File: config.mk
export PLATFORM = sky130hd
export DESIGN_NAME = i2c_burst_ctrl_flat
export DESIGN_NICKNAME = d
export VERILOG_FILES = /design/src/rtl/i2c_burst_ctrl_if.sv /design/src/rtl/i2c_burst_ctrl.sv /design/src/flat_wrapper.sv
export SDC_FILE = /design/constraint.sdc
export NUM_CORES = 1
export LEC_CHECK = 0
export ABC_CLOCK_PERIOD_IN_PS = 5000
export BUFFER_PORTS_ARGS = -buffer_cell sky130_fd_sc_hd__buf_2
export CAP_MARGIN = 5
export CORE_MARGIN = 1.5
export CORE_UTILIZATION = 41
export DETAILED_ROUTE_END_ITERATION = 8
export PLACE_DENSITY_LB_ADDON = 0.25
export SLEW_MARGIN = 10
export SYNTH_ARGS = -nofsm -noshare
export SYNTH_HDL_FRONTEND = slang
export SYNTH_SLANG_ARGS = --single-unit
File: constraint.sdc
create_clock -name clk -period 5 [get_ports clk]
set_input_delay 1 -clock clk [delete_from_list [all_inputs] [get_ports clk]]
set_output_delay 1 -clock clk [all_outputs]
set_load 0.02 [all_outputs]
File: src/rtl/i2c_burst_ctrl_if.sv
// rtl/i2c_burst_ctrl_if.sv - command, data and I2C master bus bundle for the burst controller
interface i2c_burst_ctrl_if #(
    parameter int ADDR_I2C_SZ = 7,
    parameter int DATA_I2C_SZ = 8,
    parameter int LEN_SZ      = 4
);
    logic                   i_start;
    logic [ADDR_I2C_SZ-1:0] i_slv_addr;
    logic                   i_rw;
    logic [DATA_I2C_SZ-1:0] i_reg_addr;
    logic [LEN_SZ-1:0]      i_len;
    logic [DATA_I2C_SZ-1:0] i_wr_data;
    logic                   i_busy;
    logic                   i_ack_err;
    logic [DATA_I2C_SZ-1:0] i_data_rd_i2c;

    logic                   o_en_i2c;
    logic [ADDR_I2C_SZ-1:0] o_addr_i2c;
    logic                   o_rw;
    logic [DATA_I2C_SZ-1:0] o_data_wr_i2c;
    logic                   o_wr_req;
    logic [DATA_I2C_SZ-1:0] o_rd_data;
    logic                   o_rd_valid;
    logic                   o_busy;
    logic                   o_done;
    logic [1:0]             o_err_code;

    modport slave (
        input  i_start, i_slv_addr, i_rw, i_reg_addr, i_len, i_wr_data,
               i_busy, i_ack_err, i_data_rd_i2c,
        output o_en_i2c, o_addr_i2c, o_rw, o_data_wr_i2c, o_wr_req,
               o_rd_data, o_rd_valid, o_busy, o_done, o_err_code
    );

    modport master (
        output i_start, i_slv_addr, i_rw, i_reg_addr, i_len, i_wr_data,
               i_busy, i_ack_err, i_data_rd_i2c,
        input  o_en_i2c, o_addr_i2c, o_rw, o_data_wr_i2c, o_wr_req,
               o_rd_data, o_rd_valid, o_busy, o_done, o_err_code
    );
endinterface

File: src/rtl/i2c_burst_ctrl.sv
// rtl/i2c_burst_ctrl.sv - register-addressed burst read/write sequencer driving a byte-level I2C master
module i2c_burst_ctrl #(
    parameter int ADDR_I2C_SZ = 7,
    parameter int DATA_I2C_SZ = 8,
    parameter int LEN_SZ      = 4,
    parameter int TMO_CYC     = 50_000,
    parameter int TMO_SZ      = 16
) (
    input  logic              clk,
    input  logic              rst,
    i2c_burst_ctrl_if.slave   bus
);
    typedef enum logic [2:0] {
        IDLE   = 3'd0,
        REG_PH = 3'd1,
        WR_PH  = 3'd2,
        RD_PH  = 3'd3,
        STOP   = 3'd4,
        DONE   = 3'd5
    } state_e;

    localparam logic [TMO_SZ-1:0] TMO_LAST = TMO_SZ'(TMO_CYC - 1);

    state_e                 state_q;
    logic                   busy_cur_q, busy_prev_q;
    logic                   busy_rise, busy_fall;
    logic [TMO_SZ-1:0]      tmo_cnt_q, tmo_cnt_d;
    logic                   tmo_hit;
    logic                   rw_cmd_q;
    logic                   skip_fall_q;
    logic [LEN_SZ-1:0]      remaining_q, rise_cnt_q, fall_cnt_q;
    logic                   en_q, rw_q, wr_req_q, rd_valid_q, busy_q, done_q;
    logic [ADDR_I2C_SZ-1:0] addr_q;
    logic [DATA_I2C_SZ-1:0] data_wr_q, rd_data_q;
    logic [1:0]             err_q;

    function automatic logic [LEN_SZ-1:0] dec_sat(input logic [LEN_SZ-1:0] v);
        return (v == '0) ? '0 : v - 1'b1;
    endfunction

    always_ff @(posedge clk or posedge rst) begin
        if (rst) begin
            busy_cur_q  <= 1'b0;
            busy_prev_q <= 1'b0;
        end else begin
            busy_cur_q  <= bus.i_busy;
            busy_prev_q <= busy_cur_q;
        end
    end

    assign busy_rise = busy_cur_q & ~busy_prev_q;
    assign busy_fall = ~busy_cur_q & busy_prev_q;

    // Watchdog on master progress: any busy edge proves the bus is alive.
    always_comb begin
        tmo_hit   = (state_q != IDLE) && (state_q != DONE) && (tmo_cnt_q == TMO_LAST);
        tmo_cnt_d = tmo_cnt_q + 1'b1;
        if ((state_q == IDLE) || (state_q == DONE) || busy_rise || busy_fall)
            tmo_cnt_d = '0;
        else if (tmo_hit)
            tmo_cnt_d = tmo_cnt_q;
    end

    always_ff @(posedge clk or posedge rst) begin
        if (rst) begin
            state_q     <= IDLE;
            tmo_cnt_q   <= '0;
            rw_cmd_q    <= 1'b0;
            skip_fall_q <= 1'b0;
            remaining_q <= '0;
            rise_cnt_q  <= '0;
            fall_cnt_q  <= '0;
            en_q        <= 1'b0;
            rw_q        <= 1'b0;
            wr_req_q    <= 1'b0;
            rd_valid_q  <= 1'b0;
            busy_q      <= 1'b0;
            done_q      <= 1'b0;
            addr_q      <= '0;
            data_wr_q   <= '0;
            rd_data_q   <= '0;
            err_q       <= 2'b00;
        end else begin
            wr_req_q   <= 1'b0;
            rd_valid_q <= 1'b0;
            done_q     <= 1'b0;
            tmo_cnt_q  <= tmo_cnt_d;
            // Timeout outranks NACK and skips STOP since the master is presumed hung.
            if (tmo_hit) begin
                en_q    <= 1'b0;
                err_q   <= 2'b10;
                state_q <= DONE;
            end else begin
                case (state_q)
                    IDLE: begin
                        if (bus.i_start) begin
                            rw_cmd_q <= bus.i_rw;
                            if (bus.i_len != '0) begin
                                en_q        <= 1'b1;
                                addr_q      <= bus.i_slv_addr;
                                rw_q        <= 1'b0;
                                data_wr_q   <= bus.i_reg_addr;
                                busy_q      <= 1'b1;
                                err_q       <= 2'b00;
                                remaining_q <= bus.i_len;
                                rise_cnt_q  <= bus.i_len;
                                fall_cnt_q  <= bus.i_len;
                                skip_fall_q <= 1'b1;
                                state_q     <= REG_PH;
                            end else begin
                                err_q   <= 2'b11;
                                state_q <= DONE;
                            end
                        end
                    end
                    REG_PH: begin
                        if (bus.i_ack_err) begin
                            en_q    <= 1'b0;
                            err_q   <= 2'b01;
                            state_q <= STOP;
                        end else if (busy_rise) begin
                            if (rw_cmd_q) begin
                                rw_q    <= 1'b1;
                                state_q <= RD_PH;
                            end else begin
                                wr_req_q  <= 1'b1;
                                data_wr_q <= bus.i_wr_data;
                                state_q   <= WR_PH;
                            end
                        end
                    end
                    WR_PH: begin
                        if (bus.i_ack_err) begin
                            en_q    <= 1'b0;
                            err_q   <= 2'b01;
                            state_q <= STOP;
                        end else if (busy_rise) begin
                            remaining_q <= dec_sat(remaining_q);
                            if (dec_sat(remaining_q) == '0) begin
                                en_q    <= 1'b0;
                                state_q <= STOP;
                            end else begin
                                wr_req_q  <= 1'b1;
                                data_wr_q <= bus.i_wr_data;
                            end
                        end
                    end
                    RD_PH: begin
                        if (bus.i_ack_err) begin
                            en_q    <= 1'b0;
                            err_q   <= 2'b01;
                            state_q <= STOP;
                        end else begin
                            if (busy_rise) begin
                                rise_cnt_q <= dec_sat(rise_cnt_q);
                                if (dec_sat(rise_cnt_q) == '0)
                                    en_q <= 1'b0;
                            end
                            // First fall closes the register-address write, not a data byte.
                            if (busy_fall) begin
                                if (skip_fall_q) begin
                                    skip_fall_q <= 1'b0;
                                end else begin
                                    rd_data_q  <= bus.i_data_rd_i2c;
                                    rd_valid_q <= 1'b1;
                                    fall_cnt_q <= dec_sat(fall_cnt_q);
                                    if (dec_sat(fall_cnt_q) == '0)
                                        state_q <= DONE;
                                end
                            end
                        end
                    end
                    STOP: begin
                        if (bus.i_ack_err)
                            err_q <= 2'b01;
                        if (!busy_cur_q)
                            state_q <= DONE;
                    end
                    DONE: begin
                        done_q  <= 1'b1;
                        busy_q  <= 1'b0;
                        en_q    <= 1'b0;
                        state_q <= IDLE;
                    end
                    default: begin
                        state_q     <= IDLE;
                        rw_cmd_q    <= 1'b0;
                        skip_fall_q <= 1'b0;
                        remaining_q <= '0;
                        rise_cnt_q  <= '0;
                        fall_cnt_q  <= '0;
                        en_q        <= 1'b0;
                        rw_q        <= 1'b0;
                        busy_q      <= 1'b0;
                        addr_q      <= '0;
                        data_wr_q   <= '0;
                        rd_data_q   <= '0;
                        err_q       <= 2'b00;
                    end
                endcase
            end
        end
    end

    assign bus.o_en_i2c      = en_q;
    assign bus.o_addr_i2c    = addr_q;
    assign bus.o_rw          = rw_q;
    assign bus.o_data_wr_i2c = data_wr_q;
    assign bus.o_wr_req      = wr_req_q;
    assign bus.o_rd_data     = rd_data_q;
    assign bus.o_rd_valid    = rd_valid_q;
    assign bus.o_busy        = busy_q;
    assign bus.o_done        = done_q;
    assign bus.o_err_code    = err_q;
endmodule

File: src/flat_wrapper.sv
// flat-port wrapper written by rule: the top's interface ports become plain ports
module i2c_burst_ctrl_flat 
#(
    parameter int ADDR_I2C_SZ = 7,
    parameter int DATA_I2C_SZ = 8,
    parameter int LEN_SZ      = 4,
    parameter int TMO_CYC     = 50_000,
    parameter int TMO_SZ      = 16
)
  (clk, rst, bus_i_start, bus_i_slv_addr, bus_i_rw, bus_i_reg_addr, bus_i_len, bus_i_wr_data, bus_i_busy, bus_i_ack_err, bus_i_data_rd_i2c, bus_o_en_i2c, bus_o_addr_i2c, bus_o_rw, bus_o_data_wr_i2c, bus_o_wr_req, bus_o_rd_data, bus_o_rd_valid, bus_o_busy, bus_o_done, bus_o_err_code);
  i2c_burst_ctrl_if #(.ADDR_I2C_SZ(ADDR_I2C_SZ), .DATA_I2C_SZ(DATA_I2C_SZ), .LEN_SZ(LEN_SZ)) bus_i ();
  input  logic clk;
  input  logic rst;
  input wire logic [$bits(bus_i.i_start)-1:0] bus_i_start;
  input wire logic [$bits(bus_i.i_slv_addr)-1:0] bus_i_slv_addr;
  input wire logic [$bits(bus_i.i_rw)-1:0] bus_i_rw;
  input wire logic [$bits(bus_i.i_reg_addr)-1:0] bus_i_reg_addr;
  input wire logic [$bits(bus_i.i_len)-1:0] bus_i_len;
  input wire logic [$bits(bus_i.i_wr_data)-1:0] bus_i_wr_data;
  input wire logic [$bits(bus_i.i_busy)-1:0] bus_i_busy;
  input wire logic [$bits(bus_i.i_ack_err)-1:0] bus_i_ack_err;
  input wire logic [$bits(bus_i.i_data_rd_i2c)-1:0] bus_i_data_rd_i2c;
  output wire logic [$bits(bus_i.o_en_i2c)-1:0] bus_o_en_i2c;
  output wire logic [$bits(bus_i.o_addr_i2c)-1:0] bus_o_addr_i2c;
  output wire logic [$bits(bus_i.o_rw)-1:0] bus_o_rw;
  output wire logic [$bits(bus_i.o_data_wr_i2c)-1:0] bus_o_data_wr_i2c;
  output wire logic [$bits(bus_i.o_wr_req)-1:0] bus_o_wr_req;
  output wire logic [$bits(bus_i.o_rd_data)-1:0] bus_o_rd_data;
  output wire logic [$bits(bus_i.o_rd_valid)-1:0] bus_o_rd_valid;
  output wire logic [$bits(bus_i.o_busy)-1:0] bus_o_busy;
  output wire logic [$bits(bus_i.o_done)-1:0] bus_o_done;
  output wire logic [$bits(bus_i.o_err_code)-1:0] bus_o_err_code;
  assign bus_i.i_start = bus_i_start;
  assign bus_i.i_slv_addr = bus_i_slv_addr;
  assign bus_i.i_rw = bus_i_rw;
  assign bus_i.i_reg_addr = bus_i_reg_addr;
  assign bus_i.i_len = bus_i_len;
  assign bus_i.i_wr_data = bus_i_wr_data;
  assign bus_i.i_busy = bus_i_busy;
  assign bus_i.i_ack_err = bus_i_ack_err;
  assign bus_i.i_data_rd_i2c = bus_i_data_rd_i2c;
  assign bus_o_en_i2c = bus_i.o_en_i2c;
  assign bus_o_addr_i2c = bus_i.o_addr_i2c;
  assign bus_o_rw = bus_i.o_rw;
  assign bus_o_data_wr_i2c = bus_i.o_data_wr_i2c;
  assign bus_o_wr_req = bus_i.o_wr_req;
  assign bus_o_rd_data = bus_i.o_rd_data;
  assign bus_o_rd_valid = bus_i.o_rd_valid;
  assign bus_o_busy = bus_i.o_busy;
  assign bus_o_done = bus_i.o_done;
  assign bus_o_err_code = bus_i.o_err_code;
  i2c_burst_ctrl #(.ADDR_I2C_SZ(ADDR_I2C_SZ), .DATA_I2C_SZ(DATA_I2C_SZ), .LEN_SZ(LEN_SZ), .TMO_CYC(TMO_CYC), .TMO_SZ(TMO_SZ)) u_core (.clk(clk), .rst(rst), .bus(bus_i));
endmodule
==> summary.txt <==
Timing
  – Min Tclk post-route: 2.65 ns
  – Final Cycle Share: 0.530
  – Pins Over Slew Limit: 0
  – Max frequency: 377 MHz
  – Clock Skews: 0.00829 ns
  – Final TNS setup: 0 ns
  – Slew headroom: 0.511
  – # setup viols final: 0
  – Final Hold Viols: 0
  – RSZ-0062 raised after global routing: false
  – Slew @ Worst Pin: 0.730 ns

Synth
  – Ys async rst share: 1.00
  – Seq/Total Area, Yosys: 0.464
  – Post-synth EDFFs: 0
  – Synth Warn #: 0
  – Ys flop type: dfrtp_1
  – Yosys reg bits: 66
  – Post-synth cell types: 63
  – Synth Instances: 370
  – Post-Syn Area: 3560 µm²
  – Syn nets: 418
  – Synthesized area per cell: 9.62 µm²

Routing
  – Via count: 3,013
  – Pre-antenna DRT Iters: 6
  – DRT antenna net count: 0
  – Drc violations: 0
  – Drt total wl: 8.27 mm
  – Routed vias/inst: 5.48
  – Initial drt markers: 181
  – WL/cell: 15.0 µm

Cells and area
  – Seq. cell area: 1650 µm²
  – Commonest cells after routing, fill and taps aside: buf_2, dfrtp_1, nand2_1
  – Most common cell after layout, fill and taps aside: buf_2
  – Layout cells sized above 1: 0.263
  – Fill count: 798
  – Multi-input logic area: 1770 µm²
  – # diodes: 0
  – NumNets Final: 488
  – Design area: 4210 µm²
  – Cell Count, Final, Fillers Out: 550
  – P&R area growth vs syn: 18.3%

Clock network
  – Longest Clk Path Bufs: 2
  – Clk slew on worst S/H paths: 0.07 ns
  – Clock Root Buffer: clkbuf_8
  – Worst-skew pair later-pin latency: 0.34 ns
  – Inserted Clock Buffers: 9
  – Clock Sinks: 66
  – Post-CTS setup buffer count: 0
  – Cts hold-fix bufs: 0
  – CTS tree: built
  – H-tree Lvls: 3
  – Resized Gates After CTS: 0

GRT
  – Initial antenna violation count: 0
  – Grt ovf: 0
  – Vias in the first global route: 2,758
  – Pin count of the biggest net entering global routing: 38
  – Global-route wire length before repair: 13.4 mm
  – Total GRT Usage: 0.192

Place
  – Port bufs: 71
  – Placed Cells incl. Taps: 534
  – DP Area: 3980 µm²
  – Routability cong.: 0.886
  – Post-DP HPWL: 5.99 mm

Run status
  – Status: finished, final reports clean

Power
  – Leakage power: 1.99 nW
  – Pwr/cell area: 591 nW/µm²
  – Peak supply drop: 0.250 mV

Run
  – Max-cap violations: 0

Die
  – Die Y-Extent: 96.2 µm
  – Core Box Area: 8300 µm²
  – Ports: 72
  – Site row count: 33
  – Starting Density: 0.429
  – Die area: 9250 µm²
  – Die X: 96.2 µm

Setup path
  – CP arrival: 2.91 ns
  – Crit path required time: 5.26 ns
  – Worst Path Max Fanout: 16
  – Crit path kind: reg -> reg
  – Critical path startpoint category: register
  – Worst Setup End Kind: register

Min path
  – Worst Hold Class: reg -> reg
==> worst max-delay path, cell delays in order (launching register included) <==
cell	delay [ns]
dfrtp_1	0.66
and3b_1	0.72
o21ai_0	0.33
o221ai_1	0.35
o21ai_0	0.20
nand3_2	0.13
mux2i_1	0.18
==> sequential cells by signal, indices dropped and copies added, names as in the netlist <==
name                      flops
u_core.rw_cmd_q               1
u_core.remaining_q            4
u_core.bus.o_rw               1
u_core.bus.o_addr_i2c         7
u_core.bus.o_busy             1
u_core.tmo_cnt_q             16
u_core.bus.o_rd_valid         1
u_core.bus.o_wr_req           1
u_core.bus.o_data_wr_i2c      8
u_core.fall_cnt_q             4
u_core.rise_cnt_q             4
u_core.state_q                3
u_core.bus.o_done             1
u_core.busy_cur_q             1
u_core.skip_fall_q            1
u_core.busy_prev_q            1
u_core.bus.o_err_code         2
u_core.bus.o_en_i2c           1
u_core.bus.o_rd_data          8
==> final cells by class <==
| type | count | area share |
|---|---|---|
| repair buffers | 74 | 0.0897 |
| inverters | 13 | 0.0116 |
| multi-input cells | 276 | 0.421 |
| clock inverters | 6 | 0.0214 |
| clock buffers | 10 | 0.0327 |
| well taps | 105 | 0.0312 |
| flip-flops and latches | 66 | 0.392 |
==> cell usage after synthesis (2+ instances only) <==
library cell	count	share of area
a21oi_1	21	0.030
nand3_1	11	0.015
nand2b_1	9	0.016
o21ai_0	33	0.046
xnor2_1	4	0.0098
buf_4	2	0.0042
dfrtp_1	66	0.46
clkbuf_1	6	0.0063
mux2_1	3	0.0095
o21ai_1	7	0.0098
nand3_2	2	0.0056
o31ai_1	3	0.0063
and3_1	6	0.011
buf_2	4	0.0056
o211ai_1	2	0.0042
or3_1	4	0.0070
buf_6	3	0.0095
a31oi_1	4	0.0070
nand2_1	43	0.045
nor3_1	7	0.0098
nand4_1	3	0.0053
and2_1	2	0.0035
a22o_1	5	0.012
ha_1	7	0.025
mux2i_1	3	0.0084
o221ai_1	2	0.0049
xor2_1	8	0.020
inv_1	13	0.014
nor2b_1	6	0.011
a22oi_1	9	0.019
mux2_4	3	0.013
nor2_1	35	0.037
a21oi_2	4	0.0098
==> per-layer routing <==
layer	vias up	share of wire	track usage
met5	-	0	0
met4	0	0.012	0.0625
met3	8	0.062	0.0553
met2	103	0.47	0.294
met1	1439	0.46	0.260
li1	1463	-	-
==> metrics by stage <==
stage           util  setup WS [ns]  hold WS, ns  power, mW
2_1_floorplan      -           2.35        0.388       1.71
3_3_place_gp   0.480           2.36        0.427       1.97
3_5_place_dp   0.480           2.31        0.427       1.99
4_1_cts        0.507           2.39        0.444       2.51
5_1_grt        0.507           2.22        0.455       2.68
6_report       0.507           2.35        0.453       2.49
==> report_power, final <==
group | total, mW | switching (mW) | leakage (nW) | internal [mW]
clock network | 0.511 | 0.216 | 0.112 | 0.295
logic | 1.14 | 0.704 | 1.01 | 0.441
registers | 0.832 | 0.145 | 0.866 | 0.688
==> path summary, 6_finish.rpt <==
kind | from | end | slack, ns | cells after the start
max | u_core.state_q[1] | u_core.state_q[0] | 2.35 | 6
min | u_core.busy_cur_q | u_core.busy_prev_q | 0.45 | 0
max reg2reg | u_core.state_q[1] | u_core.state_q[0] | 2.35 | 6
min reg2reg | u_core.busy_cur_q | u_core.busy_prev_q | 0.45 | 0
max in group asynchronous | rst | u_core.skip_fall_q | 3.34 | 3
min in group asynchronous | rst | u_core.tmo_cnt_q[8] | 0.74 | 2
==> logic make-up after synthesis <==
| logic type | Yosys count | share of synthesized area |
|---|---|---|
| AND/OR/NAND/NOR | 140 | 0.204 |
| adder cells (fa/ha/maj) | 7 | 0.0246 |
| multiplexers | 10 | 0.0337 |
| AO/OA/AOI/OAI | 107 | 0.205 |
| buffers and inverters | 28 | 0.0394 |
| XOR/XNOR | 12 | 0.0295 |
| flip-flops | 66 | 0.464 |
No activity file was read; power rests on OpenSTA's default activity.
